## src/rtl/grn_sim_controller.sv

```systemverilog
// rtl/grn_sim_controller.sv - sweeps all 2^N initial states through a node network
// and runs tortoise/hare cycle detection on each, emitting steps-to-match per state.
module grn_sim_controller #(
  parameter int N         = 8,
  parameter int STEP_W    = 16,
  parameter int MAX_STEPS = 1000
) (
  input  logic              clk,
  input  logic              rst,
  input  logic              start,
  input  logic [N-1:0]      state_s0,
  input  logic [N-1:0]      state_s1,
  output logic              reset_nos,
  output logic              start_s0,
  output logic              start_s1,
  output logic [N-1:0]      init_state,
  output logic              result_valid,
  input  logic              result_ready,
  output logic [N-1:0]      result_init,
  output logic [STEP_W-1:0] result_steps,
  output logic              result_timeout,
  output logic              busy,
  output logic              done
);

  typedef enum logic [2:0] {
    ST_IDLE   = 3'd0,
    ST_LOAD   = 3'd1,
    ST_STEP   = 3'd2,
    ST_CHECK  = 3'd3,
    ST_EMIT   = 3'd4,
    ST_FINISH = 3'd5
  } state_t;

  localparam logic [STEP_W-1:0] STEP_MAX  = STEP_W'(MAX_STEPS);
  localparam logic [N-1:0]      INIT_LAST = '1;

  state_t              state_q;
  logic [N-1:0]        init_q;
  logic [STEP_W-1:0]   step_q;
  logic                reset_nos_q;
  logic                strobe_q;
  logic                valid_q;
  logic                timeout_q;
  logic                done_q;

  // Every strobe is asserted on the transition into its state, so each output
  // is a flop that is high for exactly the cycle the FSM spends in that state.
  always_ff @(posedge clk or posedge rst) begin
    if (rst) begin
      state_q     <= ST_IDLE;
      init_q      <= '0;
      step_q      <= '0;
      reset_nos_q <= 1'b0;
      strobe_q    <= 1'b0;
      valid_q     <= 1'b0;
      timeout_q   <= 1'b0;
      done_q      <= 1'b0;
    end else begin
      reset_nos_q <= 1'b0;
      strobe_q    <= 1'b0;
      done_q      <= 1'b0;
      case (state_q)
        ST_IDLE: begin
          if (start) begin
            init_q      <= '0;
            reset_nos_q <= 1'b1;
            state_q     <= ST_LOAD;
          end
        end
        ST_LOAD: begin
          step_q   <= '0;
          strobe_q <= 1'b1;
          state_q  <= ST_STEP;
        end
        ST_STEP: begin
          if (step_q != STEP_MAX) begin
            step_q <= step_q + 1'b1;
          end
          state_q <= ST_CHECK;
        end
        ST_CHECK: begin
          // Node registers were stepped at the end of STEP and are settled here.
          if (state_s0 == state_s1) begin
            timeout_q <= 1'b0;
            valid_q   <= 1'b1;
            state_q   <= ST_EMIT;
          end else if (step_q == STEP_MAX) begin
            timeout_q <= 1'b1;
            valid_q   <= 1'b1;
            state_q   <= ST_EMIT;
          end else begin
            strobe_q <= 1'b1;
            state_q  <= ST_STEP;
          end
        end
        ST_EMIT: begin
          if (result_ready) begin
            valid_q <= 1'b0;
            if (init_q == INIT_LAST) begin
              done_q  <= 1'b1;
              state_q <= ST_FINISH;
            end else begin
              init_q      <= init_q + 1'b1;
              reset_nos_q <= 1'b1;
              state_q     <= ST_LOAD;
            end
          end
        end
        ST_FINISH: begin
          state_q <= ST_IDLE;
        end
        default: begin
          state_q <= ST_IDLE;
        end
      endcase
    end
  end

  assign reset_nos      = reset_nos_q;
  assign start_s0       = strobe_q;
  assign start_s1       = strobe_q;
  assign init_state     = init_q;
  assign result_valid   = valid_q;
  assign result_init    = init_q;
  assign result_steps   = step_q;
  assign result_timeout = timeout_q;
  assign busy           = (state_q != ST_IDLE);
  assign done           = done_q;

endmodule

```

## config.mk

```make
export PLATFORM = sky130hd
export DESIGN_NAME = grn_sim_controller
export DESIGN_NICKNAME = d
export VERILOG_FILES = /design/src/rtl/grn_sim_controller.sv
export SDC_FILE = /design/constraint.sdc
export NUM_CORES = 1
export LEC_CHECK = 0
export ABC_AREA = 1
export CAP_MARGIN = 5
export CORE_MARGIN = 10
export CORE_UTILIZATION = 40
export CTS_BUF_LIST = sky130_fd_sc_hd__clkbuf_16
export CTS_CLUSTER_DIAMETER = 60
export CTS_CLUSTER_SIZE = 40
export DETAILED_ROUTE_END_ITERATION = 16
export HOLD_SLACK_MARGIN = 0.03
export PLACE_DENSITY_LB_ADDON = 0.3
export SLEW_MARGIN = 10
export SYNTH_ARGS = -nofsm -noshare
export SYNTH_HDL_FRONTEND = slang
export SYNTH_SLANG_ARGS = --single-unit
```

## constraint.sdc

```tcl
create_clock -name clk -period 2.85 [get_ports clk]
set_input_delay 0.285 -clock clk [delete_from_list [all_inputs] [get_ports clk]]
set_output_delay 0.285 -clock clk [all_outputs]
set_load 0.05 [all_outputs]
```

-- After elaboration in Yosys (flattened, before gate mapping)
Cells that the tools add are included.
- add/sub/neg operators: 2
- bitwise logic cells: 0
- reduce and logical (&&, ||, !) cells: 11
- mux-type cells: 27
- div/mod/pow operators: 0
- magnitude comparators: 0
- equality and inequality tests: 13
- multipliers: 0
- shifts and indexed selects: 0
- operator list (operator ; number):
    16-bit one-hot mux with 2 select lines ; 1
    8-bit two-way mux ; 3
    16-bit by 1-bit adder with 16-bit output (second input constant) ; 1
    16-bit by 10-bit == test with 1-bit output (second input constant) ; 1
    16-bit two-way mux ; 1
    16-bit by 10-bit != test with 1-bit output (second input constant) ; 1
    8-bit one-hot mux with 2 select lines ; 1
    3-bit two-way mux ; 5
    3-bit one-hot mux with 5 select lines ; 1
    1-bit two-way mux ; 12
    8-bit by 1-bit adder with 8-bit output (second input constant) ; 1
    8-bit == test ; 1
    8-bit == test (second input constant) ; 1
    2-bit != test (second input constant) ; 4
    2-bit nonzero test ; 4
    3-bit by 2-bit == test with 1-bit output (second input constant) ; 2
    1-bit one-hot mux with 2 select lines ; 3
    2-bit AND reduction ; 3
    4-bit AND reduction ; 1
    3-bit by 1-bit == test with 1-bit output (second input constant) ; 1
    3-bit == test (second input constant) ; 1
    3-bit logical NOT ; 1
    3-bit != test (second input constant) ; 1
    3-bit AND reduction ; 1
    3-bit nonzero test ; 1
- memory bits (read-only): 0
- bits in writable memories: 0
- bits in latches: 0
- memories: 0
- register bits after elaboration: 32
- input bits: 20
- output and inout port bits: 39

-- Longest topological paths before layout
Gate-level depths: netlist of the first run.
- word-level depth: 4
- mapped depth: 11

-- Worst setup path after synthesis of the first run
Ideal clock, no wire load.
- path type: register -> register
- start point: register step_q[0], in the netlist result_steps[0]
- end point: register step_q[0], in the netlist result_steps[0]
- required time: 2.709 ns
- buffers on the path: 1
- arrival: 1.727 ns
- setup slack: 0.982 ns
- clock period less this slack: 1.868 ns
- stages on the path, launching flop included: 12
- path through: dfrtp_1 > inv_1 > ha_1 > nand3_1 > nor3_2 > nand2_2 > nand2_4 > nand2_4 > clkinv_2 > buf_12 > nand2_2 > o21ai_2
- longest elaborated chain between the ends: 3
- elaborated cells on any way between the ends: 6
- those cells by class: 1 x add/sub; 2 x eq/ne; 2 x mux; 1 x reduce/logical
- ends and longest elaborated chain (what ; line ; source):
    start: declaration ; 40 ; logic [STEP_W-1:0] step_q;
    start signal: assignment ; 78 ; step_q <= step_q + 1'b1;
    16-bit by 1-bit adder with 16-bit output or 16-bit by 10-bit != test with 1-bit output (tied branches) ; 78, 77 ;
    16-bit two-way mux or 2-bit != test (tied branches) ; -- ;
    16-bit one-hot mux with 2 select lines or 2-bit AND reduction (tied branches) ; -- ;
Parallel ways exist; a longest one is shown, timed or not. The select of a mux whose other input is x is not followed.
A chain may end at the register's enable or synchronous reset.

-- Worst setup path in the final report of the first run
- start point: register state_q[0]
- end point: output port busy
- longest elaborated chain between the ends: 1
- ends and longest elaborated chain (what ; line ; source):
    start: declaration ; 38 ; state_t state_q;
    start signal: assignment ; 51 ; state_q <= ST_IDLE;
    start signal: assignment ; 68 ; state_q <= ST_LOAD;
    start signal: assignment ; 74 ; state_q <= ST_STEP;
    3-bit nonzero test ; 128 ; assign busy = (state_q != ST_IDLE);
    end: declaration ; 22 ; output logic busy,
No other way between the ends.

==> qor.txt, run 1 <==
Cells after DPL - 400
Die Y-Extent - 92.60 um
Multi-input gate area - 1047 sq um
Final Max Tran Viols - 0
worst slew pin tran - 0.5451 ns
Crit Reg-Reg Endpoint - result_steps[8]$_DFFE_PP0P_
P&R area growth vs syn - 35.25%
Hold WS - 0.4015 ns
EDFF count, synth - 0
Filler Cells Inserted - 488
vias in the first global route - 1968
Clock Skews - 0.004981 ns
setup TNS - 0 ns
FF-to-FF setup slack - 1.10 ns
leakage power figure - 1.298 nW
remaining antenna violation count after routing - 0
sequential cell area - 800.8 sq um
Worst slew margin - 0.6354
post-CTS setup buffer count - 0
Mapped Area - 2108 sq um
Initial Util - 0.4128
largest family of logic cells by synthesized area - simple AND/OR/NAND/NOR gates
synth unique cells - 31
fin nets - 360
Core Footprint - 5107 sq um
status - complete, no violations
Num CTS Buffers - 5
Port Buffers - 58
Synth Area in Adders - 0.01780
crit end category - primary output
r2r startpoint - result_steps[0]$_DFFE_PP0P_
CTS tree - done
min Tclk post-route - 1.955 ns
first-pass GRT wire length - 9432 um
largest net degree at the start of global routing - 33
critical path required time - 2.57 ns
Final Cycle Share - 0.6859
post-synthesis area per instance - 7.476 sq um
Cell Count, Final, Fillers Out - 408
cell count after synthesis - 282
CP arrival - 1.67 ns
Final Hold Fails - 0
clk sinks - 32
initial antenna violation count - 0
gpl congestion - 0.9187
Final setup viols - 0
# diodes - 0
Total GRT Usage - 0.1332
GRT overflow - 0
drc violations - 0
worst setup path end - busy
VDD IR-drop max - 416.7 uV
main flop type after synthesis - dfrtp_1
Crit Path Max Fanout - 4
Compound-Gate Fraction of Synth Area - 0.08190
post_cts resized - 0
max-cap viol count - 0
detailed placement HPWL - 4268 um
Routed WL - 5452 um
hold_buf cts - 0
yosys warns - 0
syn_nets - 305
die footprint - 8575 sq um
Synth async-reset ratio - 1.000
Power Density - 646.6 nW/um^2
Worst Hold Class - in -> async
via-per-instance ratio - 4.838
mux contribution to synthesized area - 0
Startpoint Class - flip-flop
share of cells above drive strength 1 - 0.1243
Via Count - 1974
worst setup path class - reg -> out
drt initial violations - 83
Clock Latency Late Sink - 0.27 ns
R2R depth - 10
Clock Tree Buf Depth - 2
crit path from - state_q[0]$_DFFE_PP0P_
Rows - 26
Clock H-tree levels - 2
Die Width - 92.60 um
most frequent cells in the layout - nand2_1, clkdlybuf4s50_1, inv_1, dfrtp_1, nand3_1
post-synthesis sequential area ratio - 0.3798
WL/cell - 13.36 um
XOR/XNOR Fraction of Synth Area - 0.04570
Synth Area in Simple Gates - 0.3513
Clk pin slew, worst setup/hold paths - 0.05 ns
synthesis-stage register bit count - 32
num ports - 59
Root Buffer - clkbuf_16
drt pass-1 iters - 5
RSZ-0062 raised after global routing - false
fmax - 511.6 MHz
commonest non-fill, non-tap cell in the layout - nand2_1
==> metal layers <==
| metal | vias to the layer above | track usage | share of wire |
|---|---|---|---|
| li1 | 1008 | - | - |
| met1 | 906 | 0.1463 | 0.40 |
| met2 | 55 | 0.2276 | 0.50 |
| met3 | 5 | 0.05811 | 0.092 |
| met4 | 0 | 0.03985 | 0.010 |
| met5 | - | 0 | 0 |
==> flip-flops by register name (all words and copies together) (netlist names) <==
| register | count |
|---|---|
| init_state | 8 |
| state_q | 3 |
| result_steps | 16 |
| done | 1 |
| result_valid | 1 |
| start_s0 | 1 |
| result_timeout | 1 |
| reset_nos | 1 |
==> worst min path at each step <==
stage | endpoint | cells past startpoint
after floorplan | done$_DFF_PP0_ | 1
after global placement | result_timeout$_DFFE_PP0P_ | 2
after detailed placement | result_timeout$_DFFE_PP0P_ | 2
after CTS | result_steps[11]$_DFFE_PP0P_ | 3
after global routing | init_state[1]$_DFFE_PP0P_ | 3
final | reset_nos$_DFF_PP0_ | 3
==> critical path: stages, from the launching register on <==
cell and delay (ns):
dfrtp_1 0.40, nor2_1 0.18, nand2_1 0.10, clkdlybuf4s50_1 0.71
==> synth_stat cells, types with 5 or more instances <==
cell type | count | area share
nand2_2 | 7 | 0.021
nand2_1 | 80 | 0.14
nor3_1 | 8 | 0.019
nand4_1 | 8 | 0.024
inv_1 | 36 | 0.064
o21ai_0 | 5 | 0.012
o21ai_2 | 9 | 0.037
o21ai_1 | 6 | 0.014
nor2_1 | 13 | 0.023
buf_4 | 9 | 0.032
nand3_1 | 29 | 0.069
dfrtp_1 | 32 | 0.38
xor2_1 | 8 | 0.033
==> metrics by stage <==
step | total power, mW | area [sq um] | utilization | setup WS (ns)
5_1_grt | 1.956 | 2851 | 0.5583 | 0.8182
2_1_floorplan | 1.114 | 2108 | - | 0.9821
3_3_place_gp | 1.248 | 2688 | 0.5262 | 1.159
4_1_cts | 1.866 | 2851 | 0.5583 | 0.8867
6_report | 1.844 | 2851 | 0.5583 | 0.8952
3_5_place_dp | 1.263 | 2688 | 0.5262 | 1.073
==> final cells by class <==
| cell class | count | area share |
|---|---|---|
| inverter | 40 | 0.05485 |
| clock buffer | 5 | 0.04388 |
| tap | 70 | 0.03072 |
| clock inverter | 3 | 0.01360 |
| multi-input combinational | 198 | 0.3673 |
| timing repair buffer | 60 | 0.2089 |
| sequential | 32 | 0.2808 |
==> cell families (layout without fill, tap and decap cells) <==
group	Yosys count	in the layout
buffers and inverters	52	108
adder cells (fa/ha/maj)	3	3
AO/OA/AOI/OAI	26	26
XOR/XNOR	11	11
flip-flops	32	32
AND/OR/NAND/NOR	158	158
==> power breakdown <==
| part | switching, mW | total [mW] | internal (mW) |
|---|---|---|---|
| combinational | 0.491 | 0.698 | 0.207 |
| sequential | 0.0520 | 0.555 | 0.503 |
| clock | 0.185 | 0.591 | 0.407 |
Power figures use the tool's default switching activity.
==> run 2: changes to the inputs <==
==> constraint.sdc (replaced) <==
create_clock -name clk -period 1.85 [get_ports clk]
set_input_delay 0.185 -clock clk [delete_from_list [all_inputs] [get_ports clk]]
set_output_delay 0.185 -clock clk [all_outputs]
set_load 0.05 [all_outputs]
==> run 2 against run 1 <==
Register-to-register slack got worse by 0.92 ns; count of clock-buffer cells in the layout unchanged; worst setup slack got worse by 0.83 ns; utilization hardly changed; clock skew decreased by 0.0010 ns; power is 55% higher; critical path type unchanged.
==> qor.txt, run 2 (synthesis gave the netlist of run 1 again) <==
Root Buffer - clkbuf_16
Final Cycle Share - 0.9647
R2R depth - 10
worst slew pin tran - 0.5170 ns
Final setup viols - 0
min Tclk post-route - 1.785 ns
met3 usage - 0.05892
CP arrival - 1.60 ns
via-per-instance ratio - 4.866
P&R area growth vs syn - 35.31%
post-CTS setup buffer count - 0
clk sinks - 32
Die Width - 92.60 um
drt initial violations - 69
vias in the first global route - 1883
r2r startpoint - result_steps[0]$_DFFE_PP0P_
Crit Path Max Fanout - 7
# diodes - 0
VDD IR-drop max - 681.1 uV
RSZ-0062 raised after global routing - false
worst setup path class - reg -> out
Via Count - 1990
num ports - 59
GRT overflow - 0
Rows - 26
Core Util, Final - 0.5586
initial antenna violation count - 0
Clk pin slew, worst setup/hold paths - 0.05 ns
Port Buffers - 58
max-cap viol count - 0
met2 GRT Util - 0.2012
Clock Latency Late Sink - 0.28 ns
delay-heaviest family, CP - buffers and inverters
Final Power - 2.853 mW
layer with the highest usage - met2
drc violations - 0
Crit path largest cell delay - 0.86 ns
remaining antenna violation count after routing - 0
fmax - 560.3 MHz
Power Density - 1000 nW/um^2
Core Footprint - 5107 sq um
Die Y-Extent - 92.60 um
detailed placement HPWL - 4087 um
setup TNS - 0 ns
Num CTS Buffers - 5
gpl congestion - 0.8632
crit end category - primary output
fin nets - 361
first-pass GRT wire length - 8935 um
Total GRT Usage - 0.1267
largest net degree at the start of global routing - 33
Clock H-tree levels - 2
Clock Tree Buf Depth - 2
Startpoint Class - flip-flop
crit path from - init_state[3]$_DFFE_PP0P_
number of cells on the critical path - 1
Final Hold Fails - 0
worst setup path end - init_state[3]
WL/cell - 13.12 um
Initial Util - 0.4128
Crit Reg-Reg Endpoint - result_steps[9]$_DFFE_PP0P_
max reg flops - 16
met1 usage - 0.1459
die footprint - 8575 sq um
Clock Skews - 0.003970 ns
CTS tree - done
leakage power figure - 1.330 nW
commonest non-fill, non-tap cell in the layout - nand2_1
Worst Hold Class - in -> async
status - complete, no violations
share of cells above drive strength 1 - 0.1445
WP buf/inv - 1
Critical Path Slowest Stage Cell - clkdlybuf4s50_1
drt pass-1 iters - 4
CP Cell Sequence - clkdlybuf4s50_1
Worst slew margin - 0.6548
FF-to-FF setup slack - 0.18 ns
Routed WL - 5368 um
critical path required time - 1.66 ns
most frequent cells in the layout - nand2_1, clkdlybuf4s50_1, inv_1, dfrtp_1, nand3_1
Final Max Tran Viols - 0
==> run 2: cell count changes in the layout (fill, tap and decap cells not counted), sizes merged <==
cell	previous run	this run
dlymetal6s2s	0	1
clkdlybuf4s50	58	51
inv	39	40
dlygate4sd2	0	1
buf	2	8
clkinv	3	2
==> run 2: worst min-delay path by stage <==
stage	startpoint	to	slack [ns]	cells past startpoint
CTS	rst	init_state[7]$_DFFE_PP0P_	0.31	3
floorplan	rst	done$_DFF_PP0_	0.30	1
finish	rst	reset_nos$_DFF_PP0_	0.30	3
global route	rst	init_state[6]$_DFFE_PP0P_	0.34	3
detailed placement	result_timeout$_DFFE_PP0P_	result_timeout$_DFFE_PP0P_	0.46	2
global placement	result_timeout$_DFFE_PP0P_	result_timeout$_DFFE_PP0P_	0.46	2
==> run 2: layout make-up <==
cell class                      count  area [sq um]
Clock buffer                        5         125.1
Clock inverter                      3         38.79
Fill cell                         488          2255
Inverter                           40         160.2
Multi-Input combinational cell    198          1047
Sequential cell                    32         802.0
Tap cell                           70         87.58
Timing Repair Buffer               61         591.8
==> run 2: stage by stage <==
step                setup slack [ns]  hold slack (ns)  cells  area (sq um)
floorplan                    0.06423           0.3011    282          2110
global placement              0.2097           0.4586    401          2684
detailed placement            0.1649           0.4608    401          2684
CTS                          0.03644           0.3102    409          2846
global route                0.008488           0.3362    409          2853
finish                       0.06536           0.2977    409          2853
==> run 2: routing by layer <==
metal	up-vias	part of all wire
li1	1009	-
met1	919	0.42
met2	56	0.48
met3	6	0.083
met4	0	0.011
met5	-	0
==> run 2: timing repair <==
action | CTS | global route
gates resized for setup | 1 | 3
gates cloned | 0 | 0
endpoints found under the setup margin | 1 | 9
hold buffers | 0 | 0
==> run 2: power by group <==
group          internal [mW]  total, mW  leakage (nW)  switching (mW)
logic                  0.314       1.08         0.809           0.766
registers              0.776      0.857         0.436          0.0807
clock network          0.627      0.915        0.0850           0.289
==> run 3: changes to the inputs <==
--- a/config.mk
+++ b/config.mk
@@ -14,7 +14,7 @@
 export CTS_CLUSTER_SIZE = 40
 export DETAILED_ROUTE_END_ITERATION = 16
 export HOLD_SLACK_MARGIN = 0.03
-export PLACE_DENSITY_LB_ADDON = 0.3
+export PLACE_DENSITY = 0.69
 export SLEW_MARGIN = 10
 export SYNTH_ARGS = -nofsm -noshare
 export SYNTH_HDL_FRONTEND = slang
==> run 3 against run 2 <==
Global-route usage down 0.52 points; register-to-register slack improved by 0.05 ns; utilization barely moved; critical path depth unchanged; cell count stayed put; non-clock buffer count is the same; worst setup slack worse by 0.0094 ns; fmax down 0.52%; power is 0.60% lower; largest cell class unchanged.
==> qor.txt, run 3 (synthesis gave the netlist of run 1 again) <==
Crit path largest cell delay - 0.86 ns
Setup WS post-layout - 0.05596 ns
Core Footprint - 5107 sq um
clock power share - 0.325
first-pass GRT wire length - 8604 um
max reg flops - 16
Startpoint Class - flip-flop
Comb pwr share - 0.372
Clock H-tree levels - 2
fmax - 557.4 MHz
remaining antenna violation count after routing - 0
WL/cell - 12.77 um
RSZ-0062 raised after global routing - false
commonest non-fill, non-tap cell in the layout - nand2_1
vias in the first global route - 1825
Crit Path Max Fanout - 7
Total GRT Usage - 0.1215
Final Cycle Share - 0.9697
leakage power figure - 1.330 nW
largest net degree at the start of global routing - 33
crit end category - primary output
worst slew pin tran - 0.5228 ns
Final Max Tran Viols - 0
Final Hold Fails - 0
Psw - 1.122 mW
switching share of total power - 0.3958
worst setup path class - reg -> out
CP arrival - 1.61 ns
Num CTS Buffers - 5
setup TNS - 0 ns
Clock Tree Buf Depth - 2
Int Pwr - 1.714 mW
most frequent cells in the layout - nand2_1, clkdlybuf4s50_1, inv_1, dfrtp_1, nand3_1
clk sinks - 32
Critical Path Slowest Stage Cell - clkdlybuf4s50_1
part of the power in registers - 0.303
WP buf/inv - 1
delay-heaviest family, CP - buffers and inverters
Final setup viols - 0
die footprint - 8575 sq um
Die Width - 92.60 um
Clock Latency Late Sink - 0.28 ns
share of cells above drive strength 1 - 0.1445
Worst slew margin - 0.6504
Worst Hold Class - in -> async
drc violations - 0
Port Buffers - 58
VDD IR-drop max - 688.7 uV
Clk pin slew, worst setup/hold paths - 0.05 ns
Clock Skews - 0.004057 ns
hold_buf cts - 0
status - complete, no violations
critical path required time - 1.66 ns
via-per-instance ratio - 4.768
num ports - 59
fin nets - 361
detailed placement HPWL - 4053 um
Rows - 26
P&R area growth vs syn - 35.19%
Power Density - 994.9 nW/um^2
Routed WL - 5224 um
Initial Util - 0.4128
Root Buffer - clkbuf_16
drt initial violations - 53
# diodes - 0
setup slack at placement - 0.1550 ns
CP Cell Sequence - clkdlybuf4s50_1
initial antenna violation count - 0
Die Y-Extent - 92.60 um
min Tclk post-route - 1.794 ns
Via Count - 1950
Final Power - 2.836 mW
CTS tree - done
post-CTS setup buffer count - 0
max-cap viol count - 0
GRT overflow - 0
gpl congestion - 0.8426
drt pass-1 iters - 4
[run 3: per-stage QoR]
step / cells / hold WS [ns] / area [sq um] / utilization
2_1_floorplan: 282 / 0.3011 / 2110 / -
3_3_place_gp: 401 / 0.4570 / 2684 / 0.5255
3_5_place_dp: 401 / 0.4629 / 2684 / 0.5255
4_1_cts: 409 / 0.3173 / 2846 / 0.5573
5_1_grt: 409 / 0.3372 / 2850 / 0.5581
6_report: 409 / 0.2941 / 2850 / 0.5581
[run 3: final cells by class]
type	count	area, sq um
multi-input combinational	198	1047
sequential	32	802.0
clock buffer	5	125.1
clock inverter	3	38.79
timing repair buffer	61	591.8
tap	70	87.58
fill	513	2257
inverter	40	157.7
[run 3: tightest hold or removal path, stage by stage]
cell	delay (ns)
clkdlybuf4s50_1	0.39
inv_1	0.05
buf_4	0.35
[run 3: path summary, 6_finish.rpt]
| kind | start | endpoint | slack (ns) | depth (start not counted) |
|---|---|---|---|---|
| min in group clk | result_timeout$_DFFE_PP0P_ | result_timeout$_DFFE_PP0P_ | 0.47 | 2 |
| hold reg to reg | result_timeout$_DFFE_PP0P_ | result_timeout$_DFFE_PP0P_ | 0.47 | 2 |
| max in group asynchronous | rst | result_steps[0]$_DFFE_PP0P_ | 1.25 | 3 |
| hold / removal | rst | reset_nos$_DFF_PP0_ | 0.29 | 3 |
| setup / recovery | init_state[3]$_DFFE_PP0P_ | result_init[3] | 0.06 | 1 |
| setup reg to reg | result_steps[0]$_DFFE_PP0P_ | result_steps[7]$_DFFE_PP0P_ | 0.23 | 10 |
[run 3: routing by layer]
metal / global-route usage / wire length (um) / vias up
met5: 0 / 0 / -
met4: 0.03599 / 71 / 0
met3: 0.05730 / 394 / 7
met2: 0.1976 / 2471 / 45
met1: 0.1391 / 2287 / 890
li1: - / - / 1008
[run 3: power by group through the flow]
stage / clock, mW / combinational, mW / sequential (mW)
finish: 0.921 / 1.06 / 0.858
global route: 0.970 / 1.15 / 0.868
CTS: 0.934 / 1.06 / 0.857
detailed placement: 0 / 1.07 / 0.865
global placement: 0 / 1.05 / 0.864
floorplan: 0 / 0.694 / 1.02
[run 3: repair_timing]
action | CTS | global route
gates resized for setup | 1 | 2
cloned | 0 | 0
endpoints found under the setup margin | 1 | 5
endpoints found under the hold margin | 0 | 0
